`src/rtl/puzzle_pkg.sv`:
```
// Shared types and sizing for the sliding-puzzle move sequencer.
// Optional blank tracking is enabled with PUZZLE_BLANK_TRACK_EN.
package puzzle_pkg;

    localparam int N_PATTERNS = 60;
    localparam int MAX_MOVES  = 20;
    localparam int CNT_W      = 5;
    localparam int ROM_W      = CNT_W + 2 * MAX_MOVES;

    typedef enum logic [1:0] {
        DOWN  = 2'b00,
        RIGHT = 2'b01,
        LEFT  = 2'b10,
        UP    = 2'b11
    } dir_t;

    typedef enum logic [2:0] {
        ST_IDLE,
        ST_FETCH,
        ST_RUN,
        ST_DONE,
        ST_ERR
    } state_t;

endpackage

```
`src/rtl/puzzle_blank_tracker.sv`:
```
// Blank-tile position register with move legality check (row-major 0..8).
// Instantiated by puzzle_move_sequencer only when PUZZLE_BLANK_TRACK_EN is defined.
module puzzle_blank_tracker
    import puzzle_pkg::*;
(
    input  logic       clk_i,
    input  logic       rst_i,
    input  logic       load_i,
    input  logic [3:0] init_i,
    input  logic       step_i,
    input  dir_t       dir_i,
    output logic [3:0] pos_o,
    output logic       illegal_o
);

    logic [3:0] pos_q;
    logic [3:0] pos_d;

    // A move off the board edge is flagged; the position only advances on legal moves.
    always_comb begin
        illegal_o = 1'b0;
        pos_d     = pos_q;
        unique case (dir_i)
            UP: begin
                if (pos_q < 4'd3) illegal_o = 1'b1;
                else              pos_d = pos_q - 4'd3;
            end
            DOWN: begin
                if (pos_q >= 4'd6) illegal_o = 1'b1;
                else               pos_d = pos_q + 4'd3;
            end
            LEFT: begin
                if (pos_q == 4'd0 || pos_q == 4'd3 || pos_q == 4'd6) illegal_o = 1'b1;
                else                                                 pos_d = pos_q - 4'd1;
            end
            RIGHT: begin
                if (pos_q == 4'd2 || pos_q == 4'd5 || pos_q == 4'd8) illegal_o = 1'b1;
                else                                                 pos_d = pos_q + 4'd1;
            end
        endcase
    end

    always_ff @(posedge clk_i) begin
        if (rst_i) begin
            pos_q <= 4'd4;
        end else if (load_i) begin
            pos_q <= init_i;
        end else if (step_i && !illegal_o) begin
            pos_q <= pos_d;
        end
    end

    assign pos_o = pos_q;

endmodule

```
`src/rtl/puzzle_move_sequencer.sv`:
```
// Fetches a solution word from the puzzle ROM and replays its moves over valid/ready.
// Define PUZZLE_BLANK_TRACK_EN to add blank-position tracking and illegal-move detection.
module puzzle_move_sequencer #(
    parameter int N_PATTERNS = 60,
    parameter int MAX_MOVES  = 20,
    parameter int IDX_W      = 6
) (
    input  logic                       clk_i,
    input  logic                       rst_i,
    input  logic                       start_i,
    input  logic [IDX_W-1:0]           pattern_idx_i,
    input  logic                       abort_i,
    output logic [IDX_W-1:0]           rom_addr_o,
    input  logic [5+2*MAX_MOVES-1:0]   rom_data_i,
    output logic                       move_valid_o,
    output logic [1:0]                 move_dir_o,
    input  logic                       move_ready_i,
    output logic [4:0]                 moves_left_o,
    output logic                       busy_o,
    output logic                       done_o,
    output logic                       err_o
`ifdef PUZZLE_BLANK_TRACK_EN
    ,
    input  logic [3:0]                 blank_init_i,
    output logic [3:0]                 blank_pos_o
`endif
);

    import puzzle_pkg::*;

    localparam int SH_W   = 2 * MAX_MOVES;
    localparam int WORD_W = CNT_W + SH_W;

    state_t             state_q;
    logic [IDX_W-1:0]   rom_addr_q;
    logic [SH_W-1:0]    shreg_q;
    logic [CNT_W-1:0]   moves_left_q;
    logic               move_valid_q;
    logic               busy_q;
    logic               done_q;
    logic               err_q;

    logic [CNT_W-1:0]   rom_cnt;
    logic               start_accept;
    logic               accept;
    logic               illegal;
    logic               bad_init;

    assign rom_cnt      = rom_data_i[WORD_W-1 -: CNT_W];
    assign start_accept = (state_q == ST_IDLE) && start_i;
    assign move_valid_o = move_valid_q && !illegal;
    assign move_dir_o   = shreg_q[SH_W-1 -: 2];
    assign accept       = move_valid_o && move_ready_i && !abort_i;

`ifdef PUZZLE_BLANK_TRACK_EN
    logic trk_illegal;

    puzzle_blank_tracker u_tracker (
        .clk_i     (clk_i),
        .rst_i     (rst_i),
        .load_i    (start_accept),
        .init_i    (blank_init_i),
        .step_i    (accept),
        .dir_i     (dir_t'(move_dir_o)),
        .pos_o     (blank_pos_o),
        .illegal_o (trk_illegal)
    );

    assign illegal  = trk_illegal && move_valid_q;
    assign bad_init = blank_init_i > 4'd8;
`else
    assign illegal  = 1'b0;
    assign bad_init = 1'b0;
`endif

    // Outputs are registered alongside the state so they describe the state being entered.
    always_ff @(posedge clk_i) begin
        if (rst_i) begin
            state_q      <= ST_IDLE;
            rom_addr_q   <= '0;
            shreg_q      <= '0;
            moves_left_q <= '0;
            move_valid_q <= 1'b0;
            busy_q       <= 1'b0;
            done_q       <= 1'b0;
            err_q        <= 1'b0;
        end else begin
            done_q <= 1'b0;
            err_q  <= 1'b0;
            unique case (state_q)
                ST_IDLE: begin
                    if (start_i) begin
                        rom_addr_q <= pattern_idx_i;
                        busy_q     <= 1'b1;
                        if (int'(pattern_idx_i) >= N_PATTERNS || bad_init) begin
                            state_q      <= ST_ERR;
                            err_q        <= 1'b1;
                            moves_left_q <= '0;
                        end else begin
                            state_q <= ST_FETCH;
                        end
                    end
                end
                ST_FETCH: begin
                    if (abort_i) begin
                        state_q <= ST_IDLE;
                        busy_q  <= 1'b0;
                    end else begin
                        shreg_q <= rom_data_i[SH_W-1:0];
                        if (rom_cnt == '0) begin
                            state_q      <= ST_DONE;
                            done_q       <= 1'b1;
                            moves_left_q <= '0;
                        end else if (int'(rom_cnt) > MAX_MOVES) begin
                            state_q      <= ST_ERR;
                            err_q        <= 1'b1;
                            moves_left_q <= '0;
                        end else begin
                            state_q      <= ST_RUN;
                            move_valid_q <= 1'b1;
                            moves_left_q <= rom_cnt;
                        end
                    end
                end
                ST_RUN: begin
                    // Abort beats both the handshake and the legality check.
                    if (abort_i) begin
                        state_q      <= ST_IDLE;
                        move_valid_q <= 1'b0;
                        busy_q       <= 1'b0;
                    end else if (illegal) begin
                        state_q      <= ST_ERR;
                        err_q        <= 1'b1;
                        move_valid_q <= 1'b0;
                        moves_left_q <= '0;
                    end else if (move_ready_i) begin
                        shreg_q      <= {shreg_q[SH_W-3:0], 2'b00};
                        moves_left_q <= moves_left_q - CNT_W'(1);
                        if (moves_left_q == CNT_W'(1)) begin
                            state_q      <= ST_DONE;
                            done_q       <= 1'b1;
                            move_valid_q <= 1'b0;
                        end
                    end
                end
                ST_DONE, ST_ERR: begin
                    state_q <= ST_IDLE;
                    busy_q  <= 1'b0;
                end
                default: begin
                    state_q      <= ST_IDLE;
                    move_valid_q <= 1'b0;
                    busy_q       <= 1'b0;
                end
            endcase
        end
    end

    assign rom_addr_o   = rom_addr_q;
    assign moves_left_o = moves_left_q;
    assign busy_o       = busy_q;
    assign done_o       = done_q;
    assign err_o        = err_q;

endmodule

```
`config.mk`:
```
export PLATFORM = sky130hd
export DESIGN_NAME = puzzle_move_sequencer
export DESIGN_NICKNAME = d
export VERILOG_FILES = /design/src/rtl/puzzle_pkg.sv /design/src/rtl/puzzle_blank_tracker.sv /design/src/rtl/puzzle_move_sequencer.sv
export SDC_FILE = /design/constraint.sdc
export NUM_CORES = 1
export LEC_CHECK = 0
export ABC_AREA = 1
export CAP_MARGIN = 20
export CORE_MARGIN = 2
export CORE_UTILIZATION = 46
export CTS_BUF_LIST = sky130_fd_sc_hd__clkbuf_4 sky130_fd_sc_hd__clkbuf_8
export DETAILED_ROUTE_END_ITERATION = 7
export GPL_TIMING_DRIVEN = 0
export PLACE_DENSITY = 0.79
export SLEW_MARGIN = 10
export SYNTH_ARGS = -nofsm -noshare
export SYNTH_HDL_FRONTEND = slang
export SYNTH_SLANG_ARGS = --single-unit
```
`constraint.sdc`:
```
create_clock -name clk_i -period 1.15 [get_ports clk_i]
set_input_delay 0.1725 -clock clk_i [delete_from_list [all_inputs] [get_ports clk_i]]
set_output_delay 0.1725 -clock clk_i [all_outputs]
set_load 0.005 [all_outputs]
```
==> metrics.cfg <==
[cells_and_area]
final_util=0.786
mostFrequentLayoutCells=nand2_1 (132), nor2_1 (65), clkdlybuf4s50_1 (54), dfxtp_1 (50), o21ai_2 (28)
area_growth_pct=65.3
diodes=0
stdcell_area_um2=4650
final_common_cell=nand2_1
fillers=393
drive_gt1_frac=0.328
fin_nets=608

[floorplan]
core-area_um2=5920
ios=73
start_util=0.475
chipHeight_um=82.2
dieArea_um2=6760
fp-row-count=28
die_width_um=82.2

[pwr]
p_int_uw=4070
cellLeakagePower_uw=0.00212
seq_power_share=0.392
swShare=0.324
p_sw_uw=1950
comb_power_share=0.297
vdd_drop_max_mv=0.978
pwr-share-clk=0.311
powerDensity_nw_per_um2=1290

[yosys]
synth-simple-area-share=0.380
synth_xor_area_frac=0
synth_top_area_frac=0.412
synthAdderAreaFrac=0.00889
synthesis.area_um2=2820
synth-seq-area-share=0.412
synth_nets=507
avgSynthCellArea_um2=6.27
synthCells=449
synth_seq_cells=58
synth_compound_area_frac=0.125
synth_top_family_by_area=simple AND/OR/NAND/NOR gates
yosys.cell_types.count=20
synth_top_area_cell=dfxtp_1
synthTopCellsByArea=dfxtp_1 (41%), nand2_1 (19%), nor2_1 (15%)
yosysWarnings=0
synth_mux_area_frac=0

[placed_design]
pre_cts_ws_ns=-0.686
place_congestion=0.856
post_dp_cell_area_um2=3710
port_buffers=72
dp_hpwl_um=5160

[worst_setup_path]
critPathKind=reg -> reg
r2r_start=state_q[2]$_SDFFE_PP0P_
crit_arrival_ns=1.69
crit_chain=inv_2, nand3_4, nor2_4, a21oi_4, buf_12, inv_12, clkbuf_16, nor2_2, nor2_1
cp-startpoint=state_q[2]$_SDFFE_PP0P_
max_stage_delay_ns=0.37
critPathSlowestCell=dfxtp_4
required_ns=1.40
crit_fanout=8
setup.worst_path.end_class=flop
crit_path_start_kind=flop

[sta]
setup_viol=58
relSlewSlack=0.776
worstMarginPinSlew_ns=0.336
skew_ns=0.00980
whs_ns=0.382
rsz0062_at_grt=yes
hold_violations=0
timing.final.ws_setup_ns=-0.287
period_share=1.25
fmax_mhz=696
min_period_ns=1.44
maxSlewViolCount=0

[clock_network]
numCtsBuffers=9
cts_sinks=58
cts-root-buf=clkbuf_8
clk_latency_ns=0.36
clk_pin_slew_ns=0.07
clock_path_buffers=2
hold_buffers=0
htreeDepth=3
cts_tree=done

[route]
drt-pass1-iter-count=5
ant_nets=0
wl_um=9420
wire_per_inst_um=15.0
vias=3319
avgViaCountPerCell=5.27
drc_errors=0
initialDrtViolationCount=189

[grt]
grt_start_max_net_pins=11
grt_pass1_wl_um=13400
grtUsageTotal=0.258
antenna_found_initial=0
grt_pass1_vias=3007
grt_overflow=0

[outcome]
status=complete, but fails checks
violations=negative setup slack

[hold_path]
min_from=rom_data_i[0]
hold_path_class=in -> reg

[run]
maxCapViolCount=0

==> routing by layer <==
metal | GRT usage | wire length, um
met1 | 0.323 | 3850
met2 | 0.423 | 4840
met3 | 0.0446 | 460
met4 | 0.132 | 262
met5 | 0 | 0
==> cells in the mapped netlist (all sizes together) <==
cell and number:
ha 2, o21ai 54, nand4 3, nor2 112
clkbuf 8, buf 15, a21oi 11, inv 25
a211oi 1, o2111ai 1, nand3 11, nand2 146
dfxtp 58, or2 2
==> final cells by class <==
type                    instances  area [um2]  share of cell area
well taps                      75        93.8              0.0202
inverters                      25         114              0.0245
plain buffers                  23         253              0.0543
flip-flops and latches         58        1180               0.253
repair buffers                 89         896               0.193
clock buffers                  14         180              0.0387
multi-input cells             344        1930               0.415
clock inverters                 2        10.0             0.00215
==> kinds of logic after synthesis <==
family | Yosys count
and+or+nand+nor | 274
DFF | 58
AOI/OAI and AO/OA | 67
buffers and inverters | 48
adders and majority gates | 2
==> sequential cells by signal (all words and copies together) (netlist names) <==
signal,flops
shreg_q,40
moves_left_o,5
state_q,3
rom_addr_o,6
done_o,1
busy_o,1
err_o,1
move_valid_o,1
==> power by group through the flow <==
stage               clock network [uW]  registers (uW)  logic, uW
floorplan                            0            2340        721
global placement                     0            2350       1180
detailed placement                   0            2360       1210
CTS                               1830            2310       1440
global route                      1950            2380       1950
finish                            1870            2360       1790
==> path summary, 6_finish.rpt <==
kind                                            endpoint  slack (ns)  depth (start not counted)
worst max-delay path            shreg_q[36]$_SDFFE_PP0P_       -0.29                          9
worst min-delay path             shreg_q[0]$_SDFFE_PP0P_        0.38                          3
worst max register to register  shreg_q[36]$_SDFFE_PP0P_       -0.29                          9
worst min register to register  shreg_q[28]$_SDFFE_PP0P_        0.46                          2
==> worst max-delay path, delay by kind of cell, from the launching register on <==
| family | cells | cell delay, ns |
|---|---|---|
| AO/OA/AOI/OAI | 1 | 0.18 |
| buffers and inverters | 4 | 0.44 |
| flip-flops | 1 | 0.37 |
| AND/OR/NAND/NOR | 4 | 0.34 |
==> stage by stage <==
step | power (uW) | cells | setup TNS [ns]
6_report | 6020 | 630 | -12.03
5_1_grt | 6270 | 630 | -17.53
4_1_cts | 5580 | 626 | -9.06
3_5_place_dp | 3560 | 596 | -34.06
3_3_place_gp | 3530 | 596 | -32.36
2_1_floorplan | 3060 | 449 | -1.31
==> what timing repair did <==
item / in CTS / in global routing
cloned: 3 / 2
pin swaps: 7 / 25
setup endpoints to repair: 75 / 58
buffers inserted: 11 / 2
resized for setup: 123 / 106
Note: power is estimated with default switching activity, not from simulation.
